File: config.mk
export PLATFORM = sky130hd
export DESIGN_NAME = mmio_uart_tx
export DESIGN_NICKNAME = d
export VERILOG_FILES = /design/src/rtl/mmio_uart_pkg.sv /design/src/rtl/byte_fifo.sv /design/src/rtl/mmio_uart_tx.sv
export SDC_FILE = /design/constraint.sdc
export NUM_CORES = 1
export LEC_CHECK = 0
export ABC_AREA = 1
export CORE_MARGIN = 2
export CORE_UTILIZATION = 30
export CTS_CLUSTER_DIAMETER = 120
export CTS_CLUSTER_SIZE = 20
export DETAILED_ROUTE_END_ITERATION = 16
export PLACE_DENSITY_LB_ADDON = 0.05
export SKIP_LAST_GASP = 1
export SLEW_MARGIN = 25
export SYNTH_ARGS = -nofsm -noshare
export SYNTH_HDL_FRONTEND = slang
export SYNTH_SLANG_ARGS = --single-unit
File: constraint.sdc
create_clock -name clk -period 6.7 [get_ports clk]
set_input_delay 2.01 -clock clk [delete_from_list [all_inputs] [get_ports clk]]
set_output_delay 2.01 -clock clk [all_outputs]
set_load 0.02 [all_outputs]
File: src/rtl/mmio_uart_pkg.sv
// ---------------------------------------------------------------------------
// mmio_uart_pkg
// Shared definitions for the memory-mapped UART transmitter:
//   - bus addresses of the three UART registers (DATA, STATUS, CTRL)
//   - the shifter FSM state encoding
//   - bit positions inside the STATUS read word and the CTRL write word
// No ports; imported by mmio_uart_tx and by its testbench.
// ---------------------------------------------------------------------------
package mmio_uart_pkg;

   localparam logic [31:0] UART_DATA_ADDR   = 32'hffff_0080;
   localparam logic [31:0] UART_STATUS_ADDR = 32'hffff_0084;
   localparam logic [31:0] UART_CTRL_ADDR   = 32'hffff_0088;

   typedef enum logic [1:0] {
      IDLE  = 2'd0,
      START = 2'd1,
      DATA  = 2'd2,
      STOP  = 2'd3
   } txState_e;

   localparam int STAT_FULL      = 0;
   localparam int STAT_EMPTY     = 1;
   localparam int STAT_BUSY      = 2;
   localparam int STAT_COUNT_LSB = 3;
   localparam int STAT_COUNT_W   = 3;
   localparam int STAT_IE        = 8;
   localparam int STAT_PENDING   = 9;
   localparam int STAT_OVF       = 10;

   localparam int CTRL_IE      = 0;
   localparam int CTRL_ACK     = 1;
   localparam int CTRL_OVF_CLR = 2;

endpackage

File: src/rtl/byte_fifo.sv
// ---------------------------------------------------------------------------
// byte_fifo
// Small synchronous FIFO of 8-bit entries used to queue bytes for the UART
// shifter. FIFO_DEPTH must be a power of two (at least 2) so the pointers
// wrap naturally.
// Ports:
//   clk, reset      clock and synchronous active-high reset (empties FIFO)
//   push_i          write pushData_i; ignored while full
//   pushData_i      byte to enqueue
//   pop_i           remove the head entry; ignored while empty
//   popData_o       head entry (valid while not empty)
//   full_o, empty_o occupancy flags
//   count_o         number of stored entries
// ---------------------------------------------------------------------------
module byte_fifo #(
   parameter int FIFO_DEPTH = 4
) (
   input  logic                        clk,
   input  logic                        reset,
   input  logic                        push_i,
   input  logic [7:0]                  pushData_i,
   input  logic                        pop_i,
   output logic [7:0]                  popData_o,
   output logic                        full_o,
   output logic                        empty_o,
   output logic [$clog2(FIFO_DEPTH):0] count_o
);

   localparam int PW = $clog2(FIFO_DEPTH);

   logic [7:0]    mem_q [FIFO_DEPTH];
   logic [PW-1:0] wrPtr_q;
   logic [PW-1:0] rdPtr_q;
   logic [PW:0]   count_q;
   logic          doPush;
   logic          doPop;

   // Accepted operations: fullness and emptiness are the pre-edge values, so
   // a pop in the same cycle never makes room for a push into a full FIFO.
   always_comb begin
      doPush = push_i && !full_o;
      doPop  = pop_i && !empty_o;
   end

   // Pointer and occupancy bookkeeping. Pointers wrap modulo the depth; the
   // count carries one extra bit so "full" and "empty" are distinguishable.
   always_ff @(posedge clk) begin
      if (reset) begin
         wrPtr_q <= '0;
         rdPtr_q <= '0;
         count_q <= '0;
      end else begin
         if (doPush) begin
            wrPtr_q <= wrPtr_q + 1'b1;
         end
         if (doPop) begin
            rdPtr_q <= rdPtr_q + 1'b1;
         end
         if (doPush && !doPop) begin
            count_q <= count_q + 1'b1;
         end else if (doPop && !doPush) begin
            count_q <= count_q - 1'b1;
         end
      end
   end

   // Storage array. Contents need no reset because the count gates validity.
   always_ff @(posedge clk) begin
      if (doPush) begin
         mem_q[wrPtr_q] <= pushData_i;
      end
   end

   // Flags and head-of-queue data are plain decodes of the registers.
   always_comb begin
      full_o    = (count_q == (PW + 1)'(FIFO_DEPTH));
      empty_o   = (count_q == '0);
      count_o   = count_q;
      popData_o = mem_q[rdPtr_q];
   end

endmodule

File: src/rtl/mmio_uart_tx.sv
// ---------------------------------------------------------------------------
// mmio_uart_tx
// Memory-mapped 8N1 serial transmitter for the single-cycle MIPS data bus.
// The CPU stores bytes to DATA, they are queued in a small FIFO and shifted
// out LSB first on tx. A level interrupt (TxInterrupt) can be raised once the
// FIFO and shifter have fully drained.
// Ports:
//   clk, reset    clock and synchronous active-high reset
//   TxInterrupt   interrupt request to cp0 (level, held until acknowledged)
//   cpu_readData  combinational load data (STATUS only, else 0)
//   UartAddress   combinational "address hits a UART register" flag, used to
//                 mask data memory enables
//   data          store data from the CPU
//   address       effective address from the ALU
//   MemRead       load strobe
//   MemWrite      store strobe
//   tx            serial output, idles high
// ---------------------------------------------------------------------------
module mmio_uart_tx
   import mmio_uart_pkg::*;
#(
   parameter int CLKS_PER_BIT = 4,
   parameter int FIFO_DEPTH   = 4
) (
   input  logic        clk,
   input  logic        reset,
   output logic        TxInterrupt,
   output logic [31:0] cpu_readData,
   output logic        UartAddress,
   input  logic [31:0] data,
   input  logic [31:0] address,
   input  logic        MemRead,
   input  logic        MemWrite,
   output logic        tx
);

   localparam int            BW        = $clog2(CLKS_PER_BIT);
   localparam logic [BW-1:0] BAUD_LAST = BW'(CLKS_PER_BIT - 1);

   txState_e                  state_q, state_d;
   logic [BW-1:0]             baudCnt_q, baudCnt_d;
   logic [2:0]                bitCnt_q, bitCnt_d;
   logic [7:0]                shift_q, shift_d;
   logic                      ie_q, ie_d;
   logic                      pending_q, pending_d;
   logic                      ovf_q, ovf_d;

   logic                      hitData, hitStatus, hitCtrl;
   logic                      dataWrite, ctrlWrite;
   logic                      baudLast;
   logic                      pop;
   logic                      busy;
   logic                      setPending;
   logic                      fifoFull, fifoEmpty;
   logic [7:0]                fifoData;
   logic [$clog2(FIFO_DEPTH):0] fifoCount;
   logic [31:0]               status;
   logic                      unusedBits;

   assign unusedBits = ^data[31:8];

   byte_fifo #(
      .FIFO_DEPTH (FIFO_DEPTH)
   ) u_fifo (
      .clk        (clk),
      .reset      (reset),
      .push_i     (dataWrite),
      .pushData_i (data[7:0]),
      .pop_i      (pop),
      .popData_o  (fifoData),
      .full_o     (fifoFull),
      .empty_o    (fifoEmpty),
      .count_o    (fifoCount)
   );

   // Address decode. UartAddress depends on the address alone so the CPU can
   // use it to steer both loads and stores away from data memory.
   always_comb begin
      hitData     = (address == UART_DATA_ADDR);
      hitStatus   = (address == UART_STATUS_ADDR);
      hitCtrl     = (address == UART_CTRL_ADDR);
      UartAddress = hitData || hitStatus || hitCtrl;
      dataWrite   = MemWrite && hitData;
      ctrlWrite   = MemWrite && hitCtrl;
   end

   // STATUS word assembly and the single-cycle load path. Only STATUS is
   // readable; DATA and CTRL read back as zero.
   always_comb begin
      status                                 = '0;
      status[STAT_FULL]                      = fifoFull;
      status[STAT_EMPTY]                     = fifoEmpty;
      status[STAT_BUSY]                      = busy;
      status[STAT_COUNT_LSB +: STAT_COUNT_W] = STAT_COUNT_W'(fifoCount);
      status[STAT_IE]                        = ie_q;
      status[STAT_PENDING]                   = pending_q;
      status[STAT_OVF]                       = ovf_q;
      cpu_readData = (MemRead && hitStatus) ? status : 32'h0;
   end

   // State register for the shifter FSM together with its datapath and the
   // control registers; everything returns to idle on reset, which also
   // abandons any frame in flight.
   always_ff @(posedge clk) begin
      if (reset) begin
         state_q   <= IDLE;
         baudCnt_q <= '0;
         bitCnt_q  <= '0;
         shift_q   <= '0;
         ie_q      <= 1'b0;
         pending_q <= 1'b0;
         ovf_q     <= 1'b0;
      end else begin
         state_q   <= state_d;
         baudCnt_q <= baudCnt_d;
         bitCnt_q  <= bitCnt_d;
         shift_q   <= shift_d;
         ie_q      <= ie_d;
         pending_q <= pending_d;
         ovf_q     <= ovf_d;
      end
   end

   // Next-state logic. Every non-idle phase lasts a whole number of baud
   // periods; STOP chains straight into the next START when bytes are queued
   // so back-to-back frames have no idle gap.
   always_comb begin
      state_d = state_q;
      case (state_q)
         IDLE:    if (!fifoEmpty) state_d = START;
         START:   if (baudLast) state_d = DATA;
         DATA:    if (baudLast && (bitCnt_q == 3'd7)) state_d = STOP;
         STOP:    if (baudLast) state_d = fifoEmpty ? IDLE : START;
         default: state_d = IDLE;
      endcase
   end

   // FSM outputs: line level, busy flag, FIFO pop request and the interrupt
   // set condition (frame just ended and nothing left to send).
   always_comb begin
      baudLast   = (baudCnt_q == BAUD_LAST);
      busy       = (state_q != IDLE);
      pop        = !fifoEmpty && ((state_q == IDLE) || ((state_q == STOP) && baudLast));
      setPending = (state_q == STOP) && baudLast && fifoEmpty && ie_q;
      case (state_q)
         START:   tx = 1'b0;
         DATA:    tx = shift_q[0];
         default: tx = 1'b1;
      endcase
   end

   // Shifter datapath: the baud counter free-runs while a frame is active,
   // a pop loads a fresh byte, and each completed data bit shifts right.
   always_comb begin
      baudCnt_d = baudCnt_q;
      bitCnt_d  = bitCnt_q;
      shift_d   = shift_q;
      if (state_q == IDLE || baudLast) begin
         baudCnt_d = '0;
      end else begin
         baudCnt_d = baudCnt_q + 1'b1;
      end
      if (pop) begin
         shift_d  = fifoData;
         bitCnt_d = '0;
      end else if ((state_q == DATA) && baudLast) begin
         shift_d  = {1'b0, shift_q[7:1]};
         bitCnt_d = bitCnt_q + 3'd1;
      end
   end

   // Control registers. For both sticky flags a hardware set in the same
   // cycle as a software clear wins, so no event is ever lost.
   always_comb begin
      ie_d      = ie_q;
      pending_d = pending_q;
      ovf_d     = ovf_q;
      if (ctrlWrite) begin
         ie_d = data[CTRL_IE];
      end
      if (setPending) begin
         pending_d = 1'b1;
      end else if (ctrlWrite && data[CTRL_ACK]) begin
         pending_d = 1'b0;
      end
      if (dataWrite && fifoFull) begin
         ovf_d = 1'b1;
      end else if (ctrlWrite && data[CTRL_OVF_CLR]) begin
         ovf_d = 1'b0;
      end
      TxInterrupt = pending_q;
   end

endmodule

[Word-level counts from Yosys, hierarchy flattened]
Memories as Yosys holds them, arrays and structs flattened. A register that Yosys moved wholly into a read port is not among the register bits.
Cells that the tools add are included.
Storage, ports and cells
  register bits: 25
  bits in latches: 0
  memory bits (writable): 32
  bits in read-only memories: 0
  word-level logic and storage cells: 84
  memories: 1
Memories
  u_fifo.mem_q: words 4, bits a word 8, read ports 1, clocked after Yosys merged registers in 1, wr ports 1, RTL line byte_fifo.sv:31  | logic [7:0] mem_q [FIFO_DEPTH];
Operators by class
  $add $sub $neg: 6
  multiply operators: 0
  divide/modulo/power cells: 0
  magnitude comparators: 0
  equality and inequality tests: 13
  shift operators: 0
  muxes and demuxes: 20
  bitwise operators: 0
  reductions and logical operators: 34
Operator list (number)
  32-bit equality test (second input constant): 3
  1-bit logical AND: 16
  8-bit two-way mux: 2
  2-bit two-way mux: 6
  11-bit two-way mux: 1
  2-bit nonzero test: 5
  2-bit != test (second input constant): 4
  2-bit one-hot mux with 4 select lines: 1
  1-bit two-way mux: 7
  2-bit by 1-bit adder with 2-bit output (second input constant): 3
  3-bit by 1-bit adder with 3-bit output (second input constant): 2
  2-bit equality test (second input constant): 3
  3-bit equality test (second input constant): 2
  3-bit two-way mux: 2
  1-bit zero test: 4
  1-bit logical OR: 4
  4-bit AND reduction: 1
  2-bit OR reduction: 2
  3-bit zero test: 1
  3-bit by 1-bit subtractor with 3-bit output (second input constant): 1
  2-bit by 1-bit equality test with 1-bit output (second input constant): 1
  2-bit zero test: 1
  1-bit one-hot mux with 2 select lines: 1

[Logic depth before layout (Yosys ltp)]
  depth in word-level cells: 8
  depth in mapped cells: 14
  gate-level depth less buffers: 14

[Cells and area by module]
From an unflattened synthesis, not the netlist that was laid out.
Unflattened totals
  cell total of the unflattened synthesis: 368
  area, all modules: 3085.5 um2
By module, submodules not included
  byte_fifo: instances 1, cells each 146, area each 1685.4 um2
  mmio_uart_tx: instances 1, cells each 222, area each 1400.1 um2

[Least setup slack after synthesis]
Ideal clock, no wire load.
  kind: input port to output port
  start: in address[8]
  end: out cpu_readData[0]
  arrival: 2918 ps
  required time: 4690 ps
  path slack: 1772 ps
  stages on the path: 7
  cell sequence: inv_1 -> nand2_1 -> nor2_1 -> nand2_1 -> nor2_1 -> nand3_2 -> nor2_1
On the way
  longest elaborated chain between the ends: 3
Ends and longest elaborated chain
  start: declaration: RTL line mmio_uart_tx.sv:31  | input logic [31:0] address,
  32-bit equality test: RTL line mmio_uart_tx.sv:80  | hitStatus = (address == UART_STATUS_ADDR);
  1-bit logical AND: RTL line mmio_uart_tx.sv:98  | cpu_readData = (MemRead && hitStatus) ? status : 32'h0;
  11-bit two-way mux: RTL line mmio_uart_tx.sv:98
  end: declaration: RTL line mmio_uart_tx.sv:28  | output logic [31:0] cpu_readData,
No other way between the ends.

[Final worst setup path]
  start: in address[21]
  end: out cpu_readData[10]
Same word-level chain as after synthesis.

==> results by group <==
Status
  • Outcome: finished, final reports clean

Timing
  • Min Tclk post-route: 5920 ps
  • Final Worst Setup Slack: 780 ps
  • Setup-failing EPs final: 0
  • Setup TNS: 0 ps
  • Final Skew: 4.86 ps
  • Max-slew violations: 0
  • Fmax: 0.169 GHz
  • RSZ-0062 raised after global routing: no
  • Fin crit share: 88.4%
  • Relative max-transition margin: 42.4%
  • Worst-Margin Slew: 861 ps
  • Final hold violations: 0

Critical path
  • CP required: 4690 ps
  • Crit path max fanout: 9
  • Crit path capture type: primary output
  • Worst reg-to-reg path cell count: 12
  • Flop-to-flop setup slack: 4460 ps
  • Crit path arrival time: 3910 ps
  • Kind of critical path: primary input to primary output
  • Startpoint Class: primary input

Pwr
  • Switching share of power: 34.7%
  • Logic pwr share: 28.9%
  • Clock power share: 30.3%
  • Maximum VDD drop: 0.126 mV
  • Pwr dens: 302 nW/µm²
  • Cell-internal power: 0.000755 W
  • Register share of total power: 40.8%
  • Cell leakage power: 1.51 nW
  • Sw power: 0.000400 W

Placed design
  • RePlAce Congestion: 0.714
  • Port Buffers: 55
  • DP Cell Count: 527
  • Pre-CTS setup slack: 748 ps
  • Final HPWL DP: 4400 µm
  • Cell area after placement: 3610 µm²

Synthesis
  • Largest area contributor in the netlist: edfxtp_1
  • Yosys synthesis warning count: 0
  • Yosys reg bits: 59
  • Post-Syn Instances: 346
  • Yosys top cell area share: 31.8%
  • Cell Area, Synth: 3020 µm²
  • Largest cells by area after synthesis: edfxtp_1 (32%), dfxtp_1 (18%), nand2_1 (7.5%), nor2_1 (7.0%), buf_4 (6.2%)
  • Most used flip-flop cell after synthesis: edfxtp_1
  • Asr flop ratio synth: 0%
  • Most common library cells after synthesis: nand2_1 (60), nor2_1 (56), inv_1 (35), edfxtp_1 (32), dfxtp_1 (27)
  • Most frequent cell after synthesis: nand2_1
  • Post-synth EDFFs: 32
  • Post-synth cell types: 35
  • Syn Area/Cell: 8.74 µm²
  • Sequential share of the synthesized area: 49.7%

Clocking
  • CTS Buffer Depth: 2
  • Total CTS buffers: 9
  • CTS tree: built
  • Clock Sinks: 59
  • CTS H-tree lvls: 3
  • Setup repair bufs after CTS: 0
  • Resized cells post-CTS: 0
  • Clock latency on the worst-skew pair: 330 ps
  • # hold bufs at CTS: 0
  • Clock transition at the registers of the reported paths: 70 ps
  • Root Buffer: clkbuf_8

Layout
  • # diodes: 0
  • # fillers: 1011
  • Design Area, Final: 3820 µm²
  • Syn-to-layout area delta: 26.4%
  • Nets: 487
  • Proportion of layout cells with a drive suffix above 1: 8.54%
  • Non-Filler Instances: 543

Floorplan
  • Die Ht: 104 µm
  • Rows: 36
  • Die width: 104 µm
  • I/O pins: 103
  • Die area: 10900 µm²
  • Initial Util: 30.9%
  • Core area: 9770 µm²

Drt
  • DRC: 0
  • Post-Route WL: 6170 µm
  • WL/cell: 11.4 µm
  • DRT iter0 DRCs: 78
  • Via/cell ratio: 4.14
  • Routed vias: 2246
  • Pre-Repair DR Iteration Count: 4
  • ANT nets after route: 0

Global route
  • Global Route Usage Sum: 11.8%
  • Vias in the first global route: 2044
  • Initial antenna violation count: 0
  • GRT Residual Overflow: 0
  • Largest net degree at the start of global routing: 18
  • First-pass GRT wire length: 10100 µm

Worst hold path
  • WHS Path Cells: 1
  • Hold WC Path Type: flip-flop to flip-flop

Flow run
  • Max Cap Viol: 0
## path summary, 6_finish.rpt
kind | end | start
setup / recovery | cpu_readData[10] | address[21]
hold / removal | baudCnt_q[0] | baudCnt_q[0]
setup reg to reg | u_fifo.count_o[2] | state_q[0]
hold reg to reg | baudCnt_q[0] | baudCnt_q[0]
## final cells by class
type / instances / area (µm²) / area share (%)
Sequential cell: 59 / 1500 / 39.3
Clock inverter: 7 / 92.6 / 2.42
Timing Repair Buffer: 55 / 551 / 14.4
Clock buffer: 9 / 124 / 3.24
Tap cell: 133 / 166 / 4.35
Inverter: 43 / 166 / 4.35
Multi-Input combinational cell: 237 / 1220 / 31.9
## through the flow
step | power, W | hold WS, ps | util, %
floorplan | 0.000742 | 398 | -
global placement | 0.000818 | 407 | 36.9
detailed placement | 0.000822 | 421 | 36.9
CTS | 0.00118 | 431 | 39.1
global route | 0.00124 | 466 | 39.1
finish | 0.00115 | 424 | 39.1
## layout by cell type (no fill, tap or decap), types with 2 or more instances in the layout
| cell | n |
|---|---|
| o21ai_0 | 24 |
| nor2_2 | 3 |
| nor2_4 | 2 |
| edfxtp_1 | 32 |
| bufinv_16 | 2 |
| xor2_1 | 2 |
| ha_1 | 13 |
| nor2_1 | 56 |
| clkinvlp_4 | 3 |
| clkdlybuf4s50_1 | 55 |
| nand4_1 | 4 |
| clkinv_2 | 2 |
| nand3_1 | 9 |
| nand2_2 | 2 |
| o21ai_1 | 8 |
| a31oi_1 | 7 |
| conb_1 | 23 |
| a21oi_1 | 13 |
| clkbuf_8 | 9 |
| nand2_1 | 60 |
| dfxtp_1 | 27 |
| inv_2 | 6 |
| inv_1 | 35 |
## cells by family after synthesis
logic type	Yosys count	share of synthesized area (%)
multiplexers	1	0.331
AO/OA/AOI/OAI	55	9.64
flip-flops	59	49.7
adder cells (fa/ha/maj)	14	6.04
XOR/XNOR	2	0.580
other	1	0.124
AND/OR/NAND/NOR	142	20.9
buffers and inverters	72	12.7
## worst max-delay path: stages
cell and delay [ps]:
clkdlybuf4s50_1 450, nand2_1 50, nor2_1 120, nand2_2 100
nor2_8 180, nand3_2 210, nor2_1 140, clkdlybuf4s50_1 640
## state kept, by name (all words and copies together), names as in the netlist, named ones only
signal and cells:
TxInterrupt 1, baudCnt_q 2, bitCnt_q 3, ie_q 1, ovf_q 1, shift_q 8
state_q 2, u_fifo.count_o 3, u_fifo.mem_q 32, u_fifo.rdPtr_q 2, u_fifo.wrPtr_q 2
## per-layer routing
layer  track usage, %  share of wire, %  vias up
met4             5.50               1.8        0
met3             3.45               6.0        8
met5                0                 0        -
li1                 -                 -     1203
met1             14.9                48      963
met2             18.6                44       72
## power groups by stage
stage	combinational [W]	sequential, W	clock [W]
2_1_floorplan	0.000287	0.000455	0
6_report	0.000333	0.000471	0.000350
4_1_cts	0.000343	0.000473	0.000362
3_5_place_dp	0.000341	0.000481	0
5_1_grt	0.000387	0.000479	0.000377
3_3_place_gp	0.000337	0.000481	0
Power figures use the tool's default switching activity.
